<file path="src/rtl/mem_arbiter.sv">
// Two-requester (instruction/data) arbiter in front of a fixed-latency system memory.
// Alternating priority on ties; one transaction in flight at a time; all outputs registered.
module mem_arbiter #(
    parameter int ADDR_W  = 32,
    parameter int DATA_W  = 32,
    parameter int MEM_LAT = 2
) (
    input  logic              clock,
    input  logic              reset,
    input  logic              iStrobe,
    input  logic              iRw,
    input  logic [ADDR_W-1:0] iAddress,
    input  logic [DATA_W-1:0] iWdata,
    output logic              iReady,
    output logic [DATA_W-1:0] iRdata,
    input  logic              dStrobe,
    input  logic              dRw,
    input  logic [ADDR_W-1:0] dAddress,
    input  logic [DATA_W-1:0] dWdata,
    output logic              dReady,
    output logic [DATA_W-1:0] dRdata,
    output logic              SysStrobe,
    output logic              SysRW,
    output logic [ADDR_W-1:0] SysAddress,
    output logic [DATA_W-1:0] SysWdata,
    input  logic [DATA_W-1:0] SysRdata,
    output logic              busy
);

    typedef enum logic [1:0] {
        IDLE  = 2'd0,
        ISSUE = 2'd1,
        WAIT  = 2'd2,
        DONE  = 2'd3
    } state_t;

    localparam logic [3:0] LAT_M1 = 4'(MEM_LAT - 1);
    localparam logic       GNT_I  = 1'b0;
    localparam logic       GNT_D  = 1'b1;

    state_t              state_q, state_d;
    logic                last_grant_q, last_grant_d;   // also the grant flag of the running transaction
    logic [3:0]          cnt_q, cnt_d;
    logic                sys_strobe_q, sys_strobe_d;
    logic                sys_rw_q, sys_rw_d;
    logic [ADDR_W-1:0]   sys_addr_q, sys_addr_d;
    logic [DATA_W-1:0]   sys_wdata_q, sys_wdata_d;
    logic                i_ready_q, i_ready_d;
    logic                d_ready_q, d_ready_d;
    logic [DATA_W-1:0]   i_rdata_q, i_rdata_d;
    logic [DATA_W-1:0]   d_rdata_q, d_rdata_d;
    logic                busy_q, busy_d;
    logic                win_s;

    // Winner selection: a lone strobe wins, a tie goes to the side not granted last.
    always_comb begin
        win_s = GNT_I;
        if (iStrobe && dStrobe) begin
            win_s = ~last_grant_q;
        end else if (dStrobe) begin
            win_s = GNT_D;
        end else begin
            win_s = GNT_I;
        end
    end

    // Next-state and registered-output computation.
    always_comb begin
        state_d      = state_q;
        last_grant_d = last_grant_q;
        cnt_d        = cnt_q;
        sys_strobe_d = 1'b0;
        sys_rw_d     = sys_rw_q;
        sys_addr_d   = sys_addr_q;
        sys_wdata_d  = sys_wdata_q;
        i_ready_d    = 1'b0;
        d_ready_d    = 1'b0;
        i_rdata_d    = i_rdata_q;
        d_rdata_d    = d_rdata_q;
        case (state_q)
            IDLE: begin
                if (iStrobe || dStrobe) begin
                    state_d      = ISSUE;
                    last_grant_d = win_s;
                    sys_strobe_d = 1'b1;
                    sys_rw_d     = (win_s == GNT_D) ? dRw      : iRw;
                    sys_addr_d   = (win_s == GNT_D) ? dAddress : iAddress;
                    sys_wdata_d  = (win_s == GNT_D) ? dWdata   : iWdata;
                end else begin
                    state_d = IDLE;
                end
            end
            ISSUE: begin
                cnt_d   = LAT_M1;
                state_d = WAIT;
            end
            WAIT: begin
                if (cnt_q == 4'd0) begin
                    state_d   = DONE;
                    i_ready_d = (last_grant_q == GNT_I);
                    d_ready_d = (last_grant_q == GNT_D);
                    if (sys_rw_q && (last_grant_q == GNT_D)) begin
                        d_rdata_d = SysRdata;
                    end else if (sys_rw_q) begin
                        i_rdata_d = SysRdata;
                    end else begin
                        i_rdata_d = i_rdata_q;
                    end
                end else begin
                    cnt_d   = cnt_q - 4'd1;
                    state_d = WAIT;
                end
            end
            DONE: begin
                state_d = IDLE;
            end
            default: begin
                state_d = IDLE;
            end
        endcase
        busy_d = (state_d != IDLE);
    end

    // State and output registers.
    always_ff @(posedge clock or negedge reset) begin
        if (!reset) begin
            state_q      <= IDLE;
            last_grant_q <= GNT_D;
            cnt_q        <= 4'd0;
            sys_strobe_q <= 1'b0;
            sys_rw_q     <= 1'b0;
            sys_addr_q   <= {ADDR_W{1'b0}};
            sys_wdata_q  <= {DATA_W{1'b0}};
            i_ready_q    <= 1'b0;
            d_ready_q    <= 1'b0;
            i_rdata_q    <= {DATA_W{1'b0}};
            d_rdata_q    <= {DATA_W{1'b0}};
            busy_q       <= 1'b0;
        end else begin
            state_q      <= state_d;
            last_grant_q <= last_grant_d;
            cnt_q        <= cnt_d;
            sys_strobe_q <= sys_strobe_d;
            sys_rw_q     <= sys_rw_d;
            sys_addr_q   <= sys_addr_d;
            sys_wdata_q  <= sys_wdata_d;
            i_ready_q    <= i_ready_d;
            d_ready_q    <= d_ready_d;
            i_rdata_q    <= i_rdata_d;
            d_rdata_q    <= d_rdata_d;
            busy_q       <= busy_d;
        end
    end

    assign SysStrobe  = sys_strobe_q;
    assign SysRW      = sys_rw_q;
    assign SysAddress = sys_addr_q;
    assign SysWdata   = sys_wdata_q;
    assign iReady     = i_ready_q;
    assign dReady     = d_ready_q;
    assign iRdata     = i_rdata_q;
    assign dRdata     = d_rdata_q;
    assign busy       = busy_q;

endmodule

</file>
<file path="config.mk">
export PLATFORM = sky130hd
export DESIGN_NAME = mem_arbiter
export DESIGN_NICKNAME = d
export VERILOG_FILES = /design/src/rtl/mem_arbiter.sv
export SDC_FILE = /design/constraint.sdc
export NUM_CORES = 1
export LEC_CHECK = 0
export ABC_AREA = 0
export CORE_MARGIN = 2
export CORE_UTILIZATION = 40
export CTS_CLUSTER_SIZE = 24
export DETAILED_ROUTE_END_ITERATION = 6
export PLACE_DENSITY = 0.84
export SYNTH_ARGS = -nofsm -noshare
export SYNTH_HDL_FRONTEND = slang
export SYNTH_SLANG_ARGS = --single-unit
</file>
<file path="constraint.sdc">
create_clock -name clock -period 2.8 [get_ports clock]
set_input_delay 0.56 -clock clock [delete_from_list [all_inputs] [get_ports clock]]
set_output_delay 0.56 -clock clock [all_outputs]
set_load 0.02 [all_outputs]
</file>
==> flow_summary.json <==
{
  "status": "finished clean",
  "worst_slew_pin_slew_ns": 0.813,
  "clk_latency_ns": 0.41,
  "drc": 0,
  "worstRegToRegCells": 6,
  "num_antenna_cells": 0,
  "setup_viol": 0,
  "synth_cells": 538,
  "cts_made_buffers": 17,
  "synth-simple-area-share_pct": 14.1,
  "fp.dieH_um": 126,
  "cts.path.max_buffers": 2,
  "synth.avg_cell_area_um2": 11.0,
  "finalSetupTns_ns": 0,
  "skew_ns": 0.00994,
  "clk_pin_slew_ns": 0.06,
  "hp-class": "input port to asynchronous set/reset pin",
  "synth-edff-count": 0,
  "yosysMostFrequentCell": "dfrtp_1",
  "post-route-util_pct": 67.4,
  "crit_path_end": "iRdata[30]$_DFFE_PN0P_",
  "gp_congestion": 0.789,
  "wl_per_cell_um": 16.6,
  "cts_resized": 0,
  "io_pins": 299,
  "cts_sinks": 140,
  "syn_nets": 709,
  "critPathLaunch": "state_q[0]$_DFF_PN0_",
  "synth-xor-area-share_pct": 0,
  "synth.area.top_cells": "dfrtp_1 (59%), nand2_1 (8.4%), mux2_4 (7.6%)",
  "p_per_area_nw_per_um2": 1200,
  "grtUsageTotal_pct": 22.0,
  "postRouteAntennaNets": 0,
  "num_rows": 44,
  "netlist_area_um2": 5930,
  "r2r_slack_ns": 0.53,
  "yosysWarningCount": 0,
  "synth-main-ff-cell": "dfrtp_1",
  "power_leakage_nw": 4.12,
  "rsz0062_at_grt": "false",
  "post-cts-setup-buffers": 0,
  "ys_async_sr_fraction_pct": 100,
  "drt_iter0_drc": 241,
  "grt_max_degree": 141,
  "synthAdderAreaFrac_pct": 1.06,
  "synth-compound-area-share_pct": 8.23,
  "syn_to_final_growth_pct": 64.5,
  "end_kind": "flip-flop",
  "cts_tree": "done",
  "start_util_pct": 40.9,
  "dieArea_um2": 15800,
  "yosysTopAreaCell": "dfrtp_1",
  "setup_slack_ns": 0.530,
  "grt_pass1_vias": 5076,
  "cap_violations": 0,
  "grt_overflow_total": 0,
  "cp_data_required_time_ns": 3.09,
  "relSlewSlack_pct": 45.8,
  "synth_mux_area_share_pct": 14.1,
  "core-area_um2": 14500,
  "hold_viol_final": 0,
  "grt_pass1_wl_um": 27300,
  "post-dp-hpwl_um": 12100,
  "r2r-end": "iRdata[30]$_DFFE_PN0P_",
  "root_buffer": "clkbuf_16",
  "synth.top_cell.area_share_pct": 58.7,
  "synth_common_cells": "dfrtp_1 (139), nand2_1 (133), nor2_1 (67), a31oi_1 (66), mux2_4 (30)",
  "r2r_start": "state_q[0]$_DFF_PN0_",
  "yosysSeqAreaShare_pct": 59.1,
  "final_net_count": 997,
  "layout-drive-gt1-share_pct": 12.4,
  "crit_type": "flip-flop to flip-flop",
  "via_per_inst": 4.93,
  "fp.dieW_um": 126,
  "cp_data_arrival_time_ns": 2.56,
  "vias": 5037,
  "synth_top_family_by_area": "simple AND/OR/NAND/NOR gates",
  "path_max_fanout": 17,
  "dp_slack_ns": 0.546,
  "dr.pass1.iters": 5,
  "htree_levels": 4,
  "period_minus_slack_ns": 2.27,
  "ys_ff_latch": 140,
  "fmax_ghz": 0.441,
  "wirelength_um": 17000,
  "yosysUniqueCellTypes": 32,
  "drv_slew": 0,
  "period_share_pct": 81.1,
  "portBuffers": 298,
  "antenna_found_initial": 0,
  "postCtsHoldBufs": 0,
  "cp-start-kind": "flip-flop",
  "ir_drop_v": 0.000499
}
cells by family after synthesis:
family | count (synthesis)
AND/OR/NAND/NOR | 211
multiplexers | 64
buffers and inverters | 40
AO/OA/AOI/OAI | 78
flip-flops | 140
adder cells (fa/ha/maj) | 5
power by group:
| group | total, mW | internal [mW] | switching [mW] |
|---|---|---|---|
| clock | 2.44 | 1.59 | 0.844 |
| combinational | 5.67 | 2.88 | 2.80 |
| sequential | 3.63 | 3.05 | 0.578 |
| total | 11.7 | 7.52 | 4.22 |
cells in the final DEF (no fill, tap or decap):
cell type        count
a21bo_2              1
a21boi_4             1
a21o_1               1
a21oi_1              1
a31oi_1             66
and2_1               1
and3_2               1
and4bb_4             1
buf_12               7
buf_6                1
bufinv_16            5
clkbuf_1             1
clkbuf_16           17
clkbuf_8             1
clkdlybuf4s50_1    297
clkinv_2             2
clkinv_4             1
clkinvlp_4           2
dfrtp_1            139
dfstp_2              1
ha_1                 5
inv_1                4
inv_6                1
mux2_1               5
mux2_2              29
mux2_4              30
nand2_1            133
nand3_1              1
nand3b_2             1
nand4b_1             1
nand4bb_1            1
nor2_1              67
nor2b_1              1
nor3_1               2
o211ai_1             1
o21a_4               1
o21ai_0              6
or2_2                1
how the worst min path moves through the flow:
stage,to,cells past startpoint
floorplan,SysAddress[0]$_DFFE_PN0P_,0
global placement,iRdata[11]$_DFFE_PN0P_,1
detailed placement,iRdata[11]$_DFFE_PN0P_,1
CTS,dRdata[15]$_DFFE_PN0P_,2
global route,dRdata[15]$_DFFE_PN0P_,2
finish,dRdata[15]$_DFFE_PN0P_,2
layout make-up:
cell class	instances	area (µm²)
repair buffers	305	3120
inverters	4	15.0
well taps	184	230
fillers	1073	4730
clock inverters	11	193
multi-input cells	358	2240
clock buffers	19	443
flip-flops and latches	140	3500
worst max-delay path: stages, from the launching register on:
cell and delay [ns]:
dfrtp_1 0.37, inv_1 0.10, ha_1 0.30, and4bb_4 0.31, nand3b_2 0.41, buf_12 0.33, mux2_1 0.32
sequential cells by signal, summed over array words and instances (netlist names):
name,cells
cnt_q,4
busy,1
SysWdata,32
SysRW,1
iReady,1
state_q,2
iRdata,32
dReady,1
last_grant_q,1
SysStrobe,1
dRdata,32
SysAddress,32
per-stage QoR:
| step | power, mW | std cells | hold WS (ns) | instance area, µm² |
|---|---|---|---|---|
| 2_1_floorplan | 6.57 | 538 | 0.264 | 5930 |
| 3_3_place_gp | 9.19 | 991 | 0.472 | 9120 |
| 3_5_place_dp | 9.36 | 991 | 0.482 | 9120 |
| 4_1_cts | 11.9 | 1021 | 0.287 | 9750 |
| 5_1_grt | 12.4 | 1021 | 0.275 | 9750 |
| 6_report | 11.7 | 1021 | 0.183 | 9750 |
metal layers:
layer / vias to the layer above / track usage [%] / share of wire [%]
met4: 0 / 8.76 / 2.2
li1: 2392 / - / -
met3: 26 / 7.35 / 8.3
met5: - / 0 / 0
met1: 2387 / 25.9 / 40
met2: 232 / 37.3 / 49
Power figures use the tool's default switching activity.
